File: src/rtl/vga_fb_writer_if.sv
// Pixel-plot / framebuffer-port bundle for vga_fb_writer.
//   slave  : the writer (consumes pixel requests, drives the RAM write port)
//   master : the environment (plotting FSMs, RAM arbiter)
// Signals: writeEn/x/y/colour pixel request, ClearGo/ClearColour fill request,
// mem_grant RAM port availability, Full/Busy/DroppedCount status,
// mem_address/mem_data/mem_wren RAM write port.
interface vga_fb_writer_if #(
    parameter int unsigned COLOUR_W = 12
);
    logic                writeEn;
    logic [7:0]          x;
    logic [6:0]          y;
    logic [COLOUR_W-1:0] colour;
    logic                ClearGo;
    logic [COLOUR_W-1:0] ClearColour;
    logic                mem_grant;
    logic                Full;
    logic                Busy;
    logic [14:0]         mem_address;
    logic [COLOUR_W-1:0] mem_data;
    logic                mem_wren;
    logic [7:0]          DroppedCount;

    modport slave (
        input  writeEn, x, y, colour, ClearGo, ClearColour, mem_grant,
        output Full, Busy, mem_address, mem_data, mem_wren, DroppedCount
    );

    modport master (
        output writeEn, x, y, colour, ClearGo, ClearColour, mem_grant,
        input  Full, Busy, mem_address, mem_data, mem_wren, DroppedCount
    );
endinterface

File: src/rtl/vga_fb_writer.sv
// Framebuffer writer: queues single-pixel writes in a FIFO and drains them into
// the shared 160x120 framebuffer RAM write port whenever mem_grant allows.
// Also performs a full-screen fill on ClearGo.
// Ports:
//   Clock, Reset : rising-edge clock, synchronous active-high reset
//   bus (slave)  : pixel request, clear request, RAM write port, status
module vga_fb_writer #(
    parameter int unsigned FIFO_DEPTH = 16,
    parameter int unsigned H_RES      = 160,
    parameter int unsigned V_RES      = 120,
    parameter int unsigned COLOUR_W   = 12
) (
    input  logic            Clock,
    input  logic            Reset,
    vga_fb_writer_if.slave  bus
);
    localparam int unsigned PTR_W  = $clog2(FIFO_DEPTH);
    localparam int unsigned CNT_W  = PTR_W + 1;
    localparam int unsigned ADDR_W = 15;

    localparam logic [7:0]        X_LIM    = 8'(H_RES);
    localparam logic [6:0]        Y_LIM    = 7'(V_RES);
    localparam logic [CNT_W-1:0]  CNT_FULL = CNT_W'(FIFO_DEPTH);
    localparam logic [ADDR_W-1:0] CLR_LAST = ADDR_W'(H_RES * V_RES - 1);

    typedef struct packed {
        logic [7:0]          x;
        logic [6:0]          y;
        logic [COLOUR_W-1:0] colour;
    } pix_t;

    typedef enum logic [1:0] {
        S_IDLE,
        S_DRAIN,
        S_CLEAR
    } state_t;

    state_t              state_q, state_d;
    pix_t                fifo_q [FIFO_DEPTH];
    pix_t                fifo_d [FIFO_DEPTH];
    logic [PTR_W-1:0]    wr_ptr_q, wr_ptr_d;
    logic [PTR_W-1:0]    rd_ptr_q, rd_ptr_d;
    logic [CNT_W-1:0]    count_q, count_d;
    logic [ADDR_W-1:0]   clr_cnt_q, clr_cnt_d;
    logic [COLOUR_W-1:0] clr_colour_q, clr_colour_d;
    logic                mem_wren_q, mem_wren_d;
    logic [ADDR_W-1:0]   mem_address_q, mem_address_d;
    logic [COLOUR_W-1:0] mem_data_q, mem_data_d;
    logic [7:0]          dropped_q, dropped_d;

    logic full;
    logic in_range;
    logic push;
    logic pop;
    logic clear_start;
    pix_t head;

    // Next-state, FIFO bookkeeping and RAM port outputs.
    always_comb begin
        state_d       = state_q;
        fifo_d        = fifo_q;
        wr_ptr_d      = wr_ptr_q;
        rd_ptr_d      = rd_ptr_q;
        count_d       = count_q;
        clr_cnt_d     = clr_cnt_q;
        clr_colour_d  = clr_colour_q;
        mem_wren_d    = 1'b0;
        mem_address_d = mem_address_q;
        mem_data_d    = mem_data_q;
        dropped_d     = dropped_q;

        // Full depends only on the current count, so a same-cycle pop never frees a slot.
        full        = (count_q == CNT_FULL) || (state_q == S_CLEAR);
        in_range    = (bus.x < X_LIM) && (bus.y < Y_LIM);
        push        = bus.writeEn && !full && in_range && !bus.ClearGo;
        clear_start = bus.ClearGo && (state_q != S_CLEAR);
        // A clear request flushes the queue, so nothing is popped in that cycle.
        pop         = (state_q == S_DRAIN) && bus.mem_grant && !clear_start;
        head        = fifo_q[rd_ptr_q];

        if (bus.writeEn && !push && (dropped_q != 8'hFF)) begin
            dropped_d = dropped_q + 8'd1;
        end

        if (push) begin
            fifo_d[wr_ptr_q] = '{x: bus.x, y: bus.y, colour: bus.colour};
            wr_ptr_d         = wr_ptr_q + PTR_W'(1);
        end

        if (pop) begin
            rd_ptr_d      = rd_ptr_q + PTR_W'(1);
            mem_wren_d    = 1'b1;
            // y*160 + x as y*128 + y*32 + x
            mem_address_d = (ADDR_W'(head.y) << 7) + (ADDR_W'(head.y) << 5) + ADDR_W'(head.x);
            mem_data_d    = head.colour;
        end

        count_d = count_q + CNT_W'(push) - CNT_W'(pop);

        if (state_q == S_CLEAR && bus.mem_grant) begin
            mem_wren_d    = 1'b1;
            mem_address_d = clr_cnt_q;
            mem_data_d    = clr_colour_q;
            clr_cnt_d     = clr_cnt_q + ADDR_W'(1);
        end

        if (clear_start) begin
            wr_ptr_d     = '0;
            rd_ptr_d     = '0;
            count_d      = '0;
            clr_cnt_d    = '0;
            clr_colour_d = bus.ClearColour;
        end

        if (clear_start) begin
            state_d = S_CLEAR;
        end else if (state_q == S_CLEAR) begin
            if (bus.mem_grant && (clr_cnt_q == CLR_LAST)) begin
                state_d = S_IDLE;
            end
        end else begin
            state_d = (count_d != '0) ? S_DRAIN : S_IDLE;
        end
    end

    // State and datapath registers.
    always_ff @(posedge Clock) begin
        if (Reset) begin
            state_q       <= S_IDLE;
            fifo_q        <= '{default: '0};
            wr_ptr_q      <= '0;
            rd_ptr_q      <= '0;
            count_q       <= '0;
            clr_cnt_q     <= '0;
            clr_colour_q  <= '0;
            mem_wren_q    <= 1'b0;
            mem_address_q <= '0;
            mem_data_q    <= '0;
            dropped_q     <= '0;
        end else begin
            state_q       <= state_d;
            fifo_q        <= fifo_d;
            wr_ptr_q      <= wr_ptr_d;
            rd_ptr_q      <= rd_ptr_d;
            count_q       <= count_d;
            clr_cnt_q     <= clr_cnt_d;
            clr_colour_q  <= clr_colour_d;
            mem_wren_q    <= mem_wren_d;
            mem_address_q <= mem_address_d;
            mem_data_q    <= mem_data_d;
            dropped_q     <= dropped_d;
        end
    end

    assign bus.Full         = full;
    assign bus.Busy         = (state_q != S_IDLE) || mem_wren_q;
    assign bus.mem_wren     = mem_wren_q;
    assign bus.mem_address  = mem_address_q;
    assign bus.mem_data     = mem_data_q;
    assign bus.DroppedCount = dropped_q;

endmodule

File: src/flat_wrapper.sv
// flat-port wrapper written by rule: the top's interface ports become plain ports
module vga_fb_writer_flat 
#(
    parameter int unsigned FIFO_DEPTH = 16,
    parameter int unsigned H_RES      = 160,
    parameter int unsigned V_RES      = 120,
    parameter int unsigned COLOUR_W   = 12
)
  (Clock, Reset, bus_writeEn, bus_x, bus_y, bus_colour, bus_ClearGo, bus_ClearColour, bus_mem_grant, bus_Full, bus_Busy, bus_mem_address, bus_mem_data, bus_mem_wren, bus_DroppedCount);
  vga_fb_writer_if #(.COLOUR_W(COLOUR_W)) bus_i ();
  input  logic Clock;
  input  logic Reset;
  input wire logic [$bits(bus_i.writeEn)-1:0] bus_writeEn;
  input wire logic [$bits(bus_i.x)-1:0] bus_x;
  input wire logic [$bits(bus_i.y)-1:0] bus_y;
  input wire logic [$bits(bus_i.colour)-1:0] bus_colour;
  input wire logic [$bits(bus_i.ClearGo)-1:0] bus_ClearGo;
  input wire logic [$bits(bus_i.ClearColour)-1:0] bus_ClearColour;
  input wire logic [$bits(bus_i.mem_grant)-1:0] bus_mem_grant;
  output wire logic [$bits(bus_i.Full)-1:0] bus_Full;
  output wire logic [$bits(bus_i.Busy)-1:0] bus_Busy;
  output wire logic [$bits(bus_i.mem_address)-1:0] bus_mem_address;
  output wire logic [$bits(bus_i.mem_data)-1:0] bus_mem_data;
  output wire logic [$bits(bus_i.mem_wren)-1:0] bus_mem_wren;
  output wire logic [$bits(bus_i.DroppedCount)-1:0] bus_DroppedCount;
  assign bus_i.writeEn = bus_writeEn;
  assign bus_i.x = bus_x;
  assign bus_i.y = bus_y;
  assign bus_i.colour = bus_colour;
  assign bus_i.ClearGo = bus_ClearGo;
  assign bus_i.ClearColour = bus_ClearColour;
  assign bus_i.mem_grant = bus_mem_grant;
  assign bus_Full = bus_i.Full;
  assign bus_Busy = bus_i.Busy;
  assign bus_mem_address = bus_i.mem_address;
  assign bus_mem_data = bus_i.mem_data;
  assign bus_mem_wren = bus_i.mem_wren;
  assign bus_DroppedCount = bus_i.DroppedCount;
  vga_fb_writer #(.FIFO_DEPTH(FIFO_DEPTH), .H_RES(H_RES), .V_RES(V_RES), .COLOUR_W(COLOUR_W)) u_core (.Clock(Clock), .Reset(Reset), .bus(bus_i));
endmodule
File: config.mk
export PLATFORM = sky130hd
export DESIGN_NAME = vga_fb_writer_flat
export DESIGN_NICKNAME = d
export VERILOG_FILES = /design/src/rtl/vga_fb_writer_if.sv /design/src/rtl/vga_fb_writer.sv /design/src/flat_wrapper.sv
export SDC_FILE = /design/constraint.sdc
export NUM_CORES = 1
export LEC_CHECK = 0
export BUFFER_PORTS_ARGS = -buffer_cell sky130_fd_sc_hd__buf_2
export CAP_MARGIN = 15
export CORE_MARGIN = 2
export CORE_UTILIZATION = 62
export DETAILED_ROUTE_END_ITERATION = 7
export GPL_TIMING_DRIVEN = 0
export PLACE_DENSITY = 0.8
export SYNTH_ARGS = -nofsm -noshare
export SYNTH_HDL_FRONTEND = slang
export SYNTH_SLANG_ARGS = --single-unit
File: constraint.sdc
create_clock -name Clock -period 4.2 [get_ports Clock]
set_input_delay 0.21 -clock Clock [delete_from_list [all_inputs] [get_ports Clock]]
set_output_delay 0.21 -clock Clock [all_outputs]
set_load 0.005 [all_outputs]
==> flow_summary.yaml, run 1 <==
status:
  status: "complete, but fails checks"
  violations: "design-rule violations"
sta:
  clock_skew_ps: 21.8
  rsz0062_at_grt: "no"
  drv_slew: 0
  min_period_over_period: 0.989
  hold_viol_final: 0
  finalCriticalPeriod_ps: 4150
  max_clock_freq_mhz: 241
  setup_viol: 0
  whs_ps: 6.37
  worst_slew_pin_slew_ps: 1140
  relSlewSlack: 0.239
yosys:
  synth_top_area_frac: 0.454
  async_flop_share: 0
  syn-num-nets: 2125
  yosys_warnings: 0
  ys_seq_area_frac: 0.454
  yosys_register_bits: 510
  synth_edf_count: 0
  synth.most_common_cell: "dfxtp_1"
  syn_inst: 2052
  synth_cell_types: 49
  synthFlopType: "dfxtp_1"
  syn_area_per_cell_um2: 11.0
  synthTopCellsByCount: "dfxtp_1 (510), nor2_1 (472), mux2i_1 (438), mux4_2 (134), clkbuf_1 (107)"
  yosysTopAreaCell: "dfxtp_1"
  syn_area_um2: 22500
  yosys-top-cells-area: "dfxtp_1 (45%), mux2i_1 (20%), mux4_2 (13%)"
floorplan:
  rows: 69
  io_pins: 82
  initial_core_util: 0.630
  die_x_um: 194
  core_area_um2: 35700
  die_h_um: 194
  dieArea_um2: 37800
power:
  ir_worst_vdd_uv: 298
  p_leak_nw: 12.5
  cellPowerDensity_nw_per_um2: 395
placed_design:
  placed_area_um2: 23400
  gp_congestion: 0.924
  dp_hpwl_um: 44500
  io_buffers: 73
clock_network:
  h-tree-depth: 2
  post_cts_buffers: 0
  cts_tree: "yes"
  path_clk_slew_ps: 60
  clock-root-buffer: "clkbuf_16"
  cts_buffers: 51
  clock_sinks: 510
  clk_path_buf_depth: 3
  clk_latency_ps: 590
drt:
  ant_nets: 0
  vias: 16900
  wirelength_um: 66100
  via_per_inst: 6.26
  drc: 16
  drt-wirelength-per-cell_um: 24.4
  drt_iter0_drc: 1567
  drtPass1Iterations: 8
final_layout:
  design_area_um2: 25400
  layout.nets: 2278
  area_growth_pct: 13.1
  n_fill_cell: 2535
  drive_gt1_frac: 0.164
global_route:
  grt_first_pass_wirelength_um: 99000
  grtUsageTotal: 0.346
  grt_pass1_vias: 16700
  overflow: 0
  grt_max_degree: 20
  antenna_found_initial: 1
critical_path:
  cp.arrival_ps: 4570
  start_kind: "flop"
  required_ps: 4610
  endpoint_kind: "flop"
  worstPathMaxFanout: 10
  worstSetupPathType: "flop to flop"
run:
  maxCapViolations: 0
hold_path:
  hold_class: "primary input to flop"
## logic make-up after synthesis
group | share of synthesized area
and+or+nand+nor | 0.106
xor gates and xnor gates | 0.0125
muxes | 0.329
AOI/OAI and AO/OA | 0.0290
buffers and inverters | 0.0514
adders and majority gates | 0.0171
DFF | 0.454
## worst max-delay path, cell delays in order, from the launching register on
cell and delay, ps:
dfxtp_1 850, buf_1 650, mux4_2 410, inv_1 80, fa_1 540, inv_1 70, ha_1 310, a211oi_1 380
o21bai_1 130, a21oi_1 230, mux2i_1 250, a21oi_1 90
## through the flow
stage          worst slack [ps]  TNS, ps   util  power (W)  cells
5_1_grt                    16.7        0  0.713     0.0103   2703
2_1_floorplan               537        0      -    0.00529   2052
4_1_cts                    5.95        0  0.712     0.0100   2703
3_3_place_gp               -333    -1240  0.657    0.00549   2586
3_5_place_dp               -420    -1700  0.657    0.00550   2586
6_report                   47.6        0  0.713     0.0101   2704
## report_power, final
group / internal [W] / total (W) / switching [W]
registers: 0.00487 / 0.00489 / 0.0000234
clock network: 0.00269 / 0.00462 / 0.00193
logic: 0.000170 / 0.000546 / 0.000377
## area by class of cell
| type | count | area [um2] | area share |
|---|---|---|---|
| multi-input cells | 1319 | 11100 | 0.437 |
| flip-flops and latches | 510 | 10200 | 0.402 |
| clock buffers | 76 | 1490 | 0.0586 |
| plain buffers | 184 | 1050 | 0.0413 |
| repair buffers | 103 | 666 | 0.0262 |
| well taps | 461 | 577 | 0.0227 |
| clock inverters | 14 | 183 | 0.00718 |
| inverters | 36 | 135 | 0.00531 |
| diodes | 1 | 2.50 | 0.0000984 |
## cell usage in the layout (no fill, tap or decap), drive strengths merged, types with 5 or more instances in the layout
cell | Yosys | layout
a22oi | 26 | 26
nand3 | 13 | 13
nor2 | 472 | 472
dlygate4sd3 | 0 | 30
xnor2 | 18 | 18
a2111oi | 6 | 6
mux4 | 134 | 134
mux2i | 438 | 438
nand4 | 20 | 20
nor2b | 5 | 5
o22ai | 16 | 16
o21ai | 5 | 5
ha | 26 | 26
clkbuf | 108 | 184
and3 | 6 | 6
clkinv | 0 | 6
dfxtp | 510 | 510
inv | 36 | 38
a21o | 5 | 5
nand2 | 46 | 46
buf | 79 | 149
xor2 | 14 | 14
a21oi | 32 | 32
## metal layers
| metal | GRT usage | up-vias | part of all wire |
|---|---|---|---|
| li1 | - | 7462 | - |
| met1 | 0.441 | 8355 | 0.39 |
| met2 | 0.565 | 891 | 0.47 |
| met3 | 0.0593 | 216 | 0.092 |
| met4 | 0.191 | 0 | 0.056 |
| met5 | 0 | - | 0 |
## sequential cells by signal (all words and copies together) (netlist names)
name and flops:
u_core.rd_ptr_q 4, u_core.clr_colour_q 12, u_core.bus.DroppedCount 8, u_core.bus.mem_address 15
u_core.clr_cnt_q 15, u_core.wr_ptr_q 4, u_core.state_q 2, u_core.fifo_q 432
u_core.bus.mem_data 12, u_core.bus.mem_wren 1, u_core.count_q 5
## worst paths after layout
kind                                end  slack, ps  cells after the start                   start
min                  u_core.fifo_q[366]          6                      3                bus_y[3]
max reg2reg  u_core.bus.mem_address[11]         50                     11      u_core.rd_ptr_q[3]
max          u_core.bus.mem_address[11]         50                     11      u_core.rd_ptr_q[3]
min reg2reg      u_core.clr_colour_q[7]        470                      2  u_core.clr_colour_q[7]
## timing repair
item,in CTS,in global routing
setup endpoints to repair,6,4
hold buffers,30,0
hold endpoints to repair,89,0
resized for setup,13,10
Power figures use the tool's default switching activity.
==> run 2, diff against run 1 <==
--- a/config.mk
+++ b/config.mk
@@ -10,6 +10,6 @@
 export CORE_MARGIN = 2
 export CORE_UTILIZATION = 62
+export CTS_CLUSTER_DIAMETER = 200
 export DETAILED_ROUTE_END_ITERATION = 7
-export GPL_TIMING_DRIVEN = 0
 export PLACE_DENSITY = 0.8
 export SYNTH_ARGS = -nofsm -noshare
==> constraint.sdc (replaced) <==
create_clock -name Clock -period 4.2 [get_ports Clock]
set_input_delay 0 -clock Clock [delete_from_list [all_inputs] [get_ports Clock]]
set_output_delay 0 -clock Clock [all_outputs]
set_load 0.005 [all_outputs]
==> run 2 against run 1 <==
The run still ends with design-rule violations left. Non-clock buffer count fell by 123. Setup slack improved by 260 ps. Power shrank 0.88%. First-iteration DRC count fell by 23%. Clock power about the same. Clock skew shrank 12 ps. Sequential power is essentially flat. Cell count down 4.5%. Register-to-register slack improved by 260 ps. Utilization decreased by 1.4 points. Critical path depth shrank 1. Die area unchanged. Critical endpoint is now u_core.bus.mem_address[13]. Highest routed layer unchanged.
==> flow_summary.yaml, run 2 (synthesis gave the netlist of run 1 again) <==
status:
  status: "complete, but fails checks"
  violations: "design-rule violations"
sta:
  finalCriticalPeriod_ps: 3890
  setup_viol: 0
  whs_ps: 33.0
  fin_tns_setup_ps: 0
  relSlewSlack: 0.188
  rsz0062_at_grt: "no"
  drv_slew: 0
  max_clock_freq_mhz: 257
  hold_viol_final: 0
  clock_skew_ps: 10.3
  worst_slew_pin_slew_ps: 1220
  min_period_over_period: 0.926
critical_path:
  required_ps: 4630
  rrSetupSlack_ps: 310
  worstSetupPathType: "flop to flop"
  start_kind: "flop"
  r2r_end: "u_core.bus.mem_address[13]"
  endpoint_kind: "flop"
  worstPathMaxFanout: 26
  crit_path_max_incr_delay_ps: 700
  r2r-start: "u_core.rd_ptr_q[0]"
  path_delay_family: "multiplexers"
  cp.arrival_ps: 4320
  reg2reg_depth: 10
  cp_cell_sequence: "buf_4, mux4_2, mux4_2, ha_1, ha_1, o21ai_0, nor3_1, a211oi_1, xor2_1, o22ai_1"
  critical_path_buf_inv_count: 1
  crit_path_top_delay_cell: "dfxtp_4"
global_route:
  grt_first_pass_wirelength_um: 86100
  overflow: 0
  grtUsageTotal: 0.289
  antenna_found_initial: 0
  grt_max_degree: 232
  grt_pass1_vias: 15600
drt:
  drt-wirelength-per-cell_um: 20.9
  wirelength_um: 54100
  vias: 15600
  drt_iter0_drc: 1207
  ant_nets: 0
  via_per_inst: 6.02
  drtPass1Iterations: 8
  drc: 9
power:
  p_seq_frac: 0.491
  cellPowerDensity_nw_per_um2: 400
  p_leak_nw: 12.3
  pwr-share-clk: 0.463
  ir_worst_vdd_uv: 293
  power.total_w: 0.00997
  p_int_w: 0.00777
  pwr-share-comb: 0.046
  switching_share: 0.221
  p_sw_w: 0.00220
clock_network:
  clk_path_buf_depth: 3
  clock-root-buffer: "clkbuf_16"
  path_clk_slew_ps: 60
  cts_tree: "yes"
  clk_latency_ps: 590
  h-tree-depth: 2
  post_cts_buffers: 0
  clock_sinks: 510
  cts_resized: 0
  cts_buffers: 51
  cts-hold-fix-buffers: 46
hold_path:
  hold_class: "primary input to flop"
  min_to: "u_core.bus.DroppedCount[3]"
  hold_depth: 5
  hold_start: "bus_writeEn"
floorplan:
  io_pins: 82
  rows: 69
  die_x_um: 194
  dieArea_um2: 37800
  die_h_um: 194
  core_area_um2: 35700
  initial_core_util: 0.630
placed_design:
  gp_congestion: 0.881
  dp_hpwl_um: 31100
  io_buffers: 81
  placed_area_um2: 22800
final_layout:
  drive_gt1_frac: 0.160
  area_growth_pct: 11.0
  final_common_cell: "dfxtp_1"
  final_util: 0.700
  multiInputGateArea_um2: 11100
  regMostFlops: "u_core.fifo_q"
  seq_area_um2: 10200
  largest_reg_flops: 432
  layout.nets: 2155
  n_fill_cell: 2523
  antenna_cells: 0
  design_area_um2: 24900
  layout_common_cells: "dfxtp_1 (506), nor2_1 (471), mux2i_1 (438)"
run:
  maxCapViolations: 0
## run 2: changes by cell type in the layout (fill, tap and decap cells not counted), moves of 2 or more
cell           before  now
clkbuf_1          117   16
buf_6              37    0
buf_4               2   34
buf_2             105   80
dlygate4sd3_1      30   46
buf_1               3    0
buf_12              0    3
clkbuf_4            3    0
dfxtp_1           509  506
dfxtp_4             0    3
clkbuf_16          51   53
clkbuf_8           12   10
## run 2: worst max-delay path by stage
| stage | slack [ps] | depth (start not counted) | endpoint | from |
|---|---|---|---|---|
| floorplan | 540 | 13 | u_core.bus.mem_address[14] | u_core.rd_ptr_q[0] |
| global placement | 360 | 10 | u_core.bus.mem_address[13] | u_core.rd_ptr_q[0] |
| detailed placement | 310 | 10 | u_core.bus.mem_address[13] | u_core.rd_ptr_q[0] |
| CTS | 300 | 10 | u_core.bus.mem_address[13] | u_core.rd_ptr_q[0] |
| global route | 10 | 10 | u_core.bus.mem_address[13] | u_core.rd_ptr_q[0] |
| finish | 310 | 10 | u_core.bus.mem_address[13] | u_core.rd_ptr_q[0] |
## run 2: final cells by class
| type | count | share of cell area |
|---|---|---|
| multi-input combinational | 1319 | 0.446 |
| inverter | 36 | 0.00542 |
| timing repair buffer | 164 | 0.0478 |
| clock inverter | 14 | 0.00717 |
| clock buffer | 79 | 0.0611 |
| tap | 461 | 0.0231 |
| sequential | 510 | 0.410 |
## run 2: metrics by stage
step | cells | setup slack, ps
global route | 2583 | 12.1
finish | 2583 | 310
detailed placement | 2444 | 312
global placement | 2444 | 356
floorplan | 2052 | 537
CTS | 2583 | 305
## run 2: per-layer routing
layer  share of wire  global-route usage
met4           0.034               0.109
met2            0.48               0.484
met5               0                   0
met3           0.060              0.0529
met1            0.43               0.374
## run 2: worst register-to-register path, cell delays in order (launching register included)
cell and delay [ps]:
dfxtp_4 700, buf_4 350, mux4_2 530, mux4_2 530, ha_1 320, ha_1 350, o21ai_0 300, nor3_1 90
a211oi_1 290, xor2_1 180, o22ai_1 90
## run 2: power by group through the flow
| stage | registers, W | clock network, W | logic [W] |
|---|---|---|---|
| 2_1_floorplan | 0.00499 | 0 | 0.000298 |
| 3_3_place_gp | 0.00500 | 0 | 0.000407 |
| 3_5_place_dp | 0.00500 | 0 | 0.000418 |
| 4_1_cts | 0.00489 | 0.00468 | 0.000454 |
| 5_1_grt | 0.00489 | 0.00487 | 0.000497 |
| 6_report | 0.00489 | 0.00461 | 0.000461 |
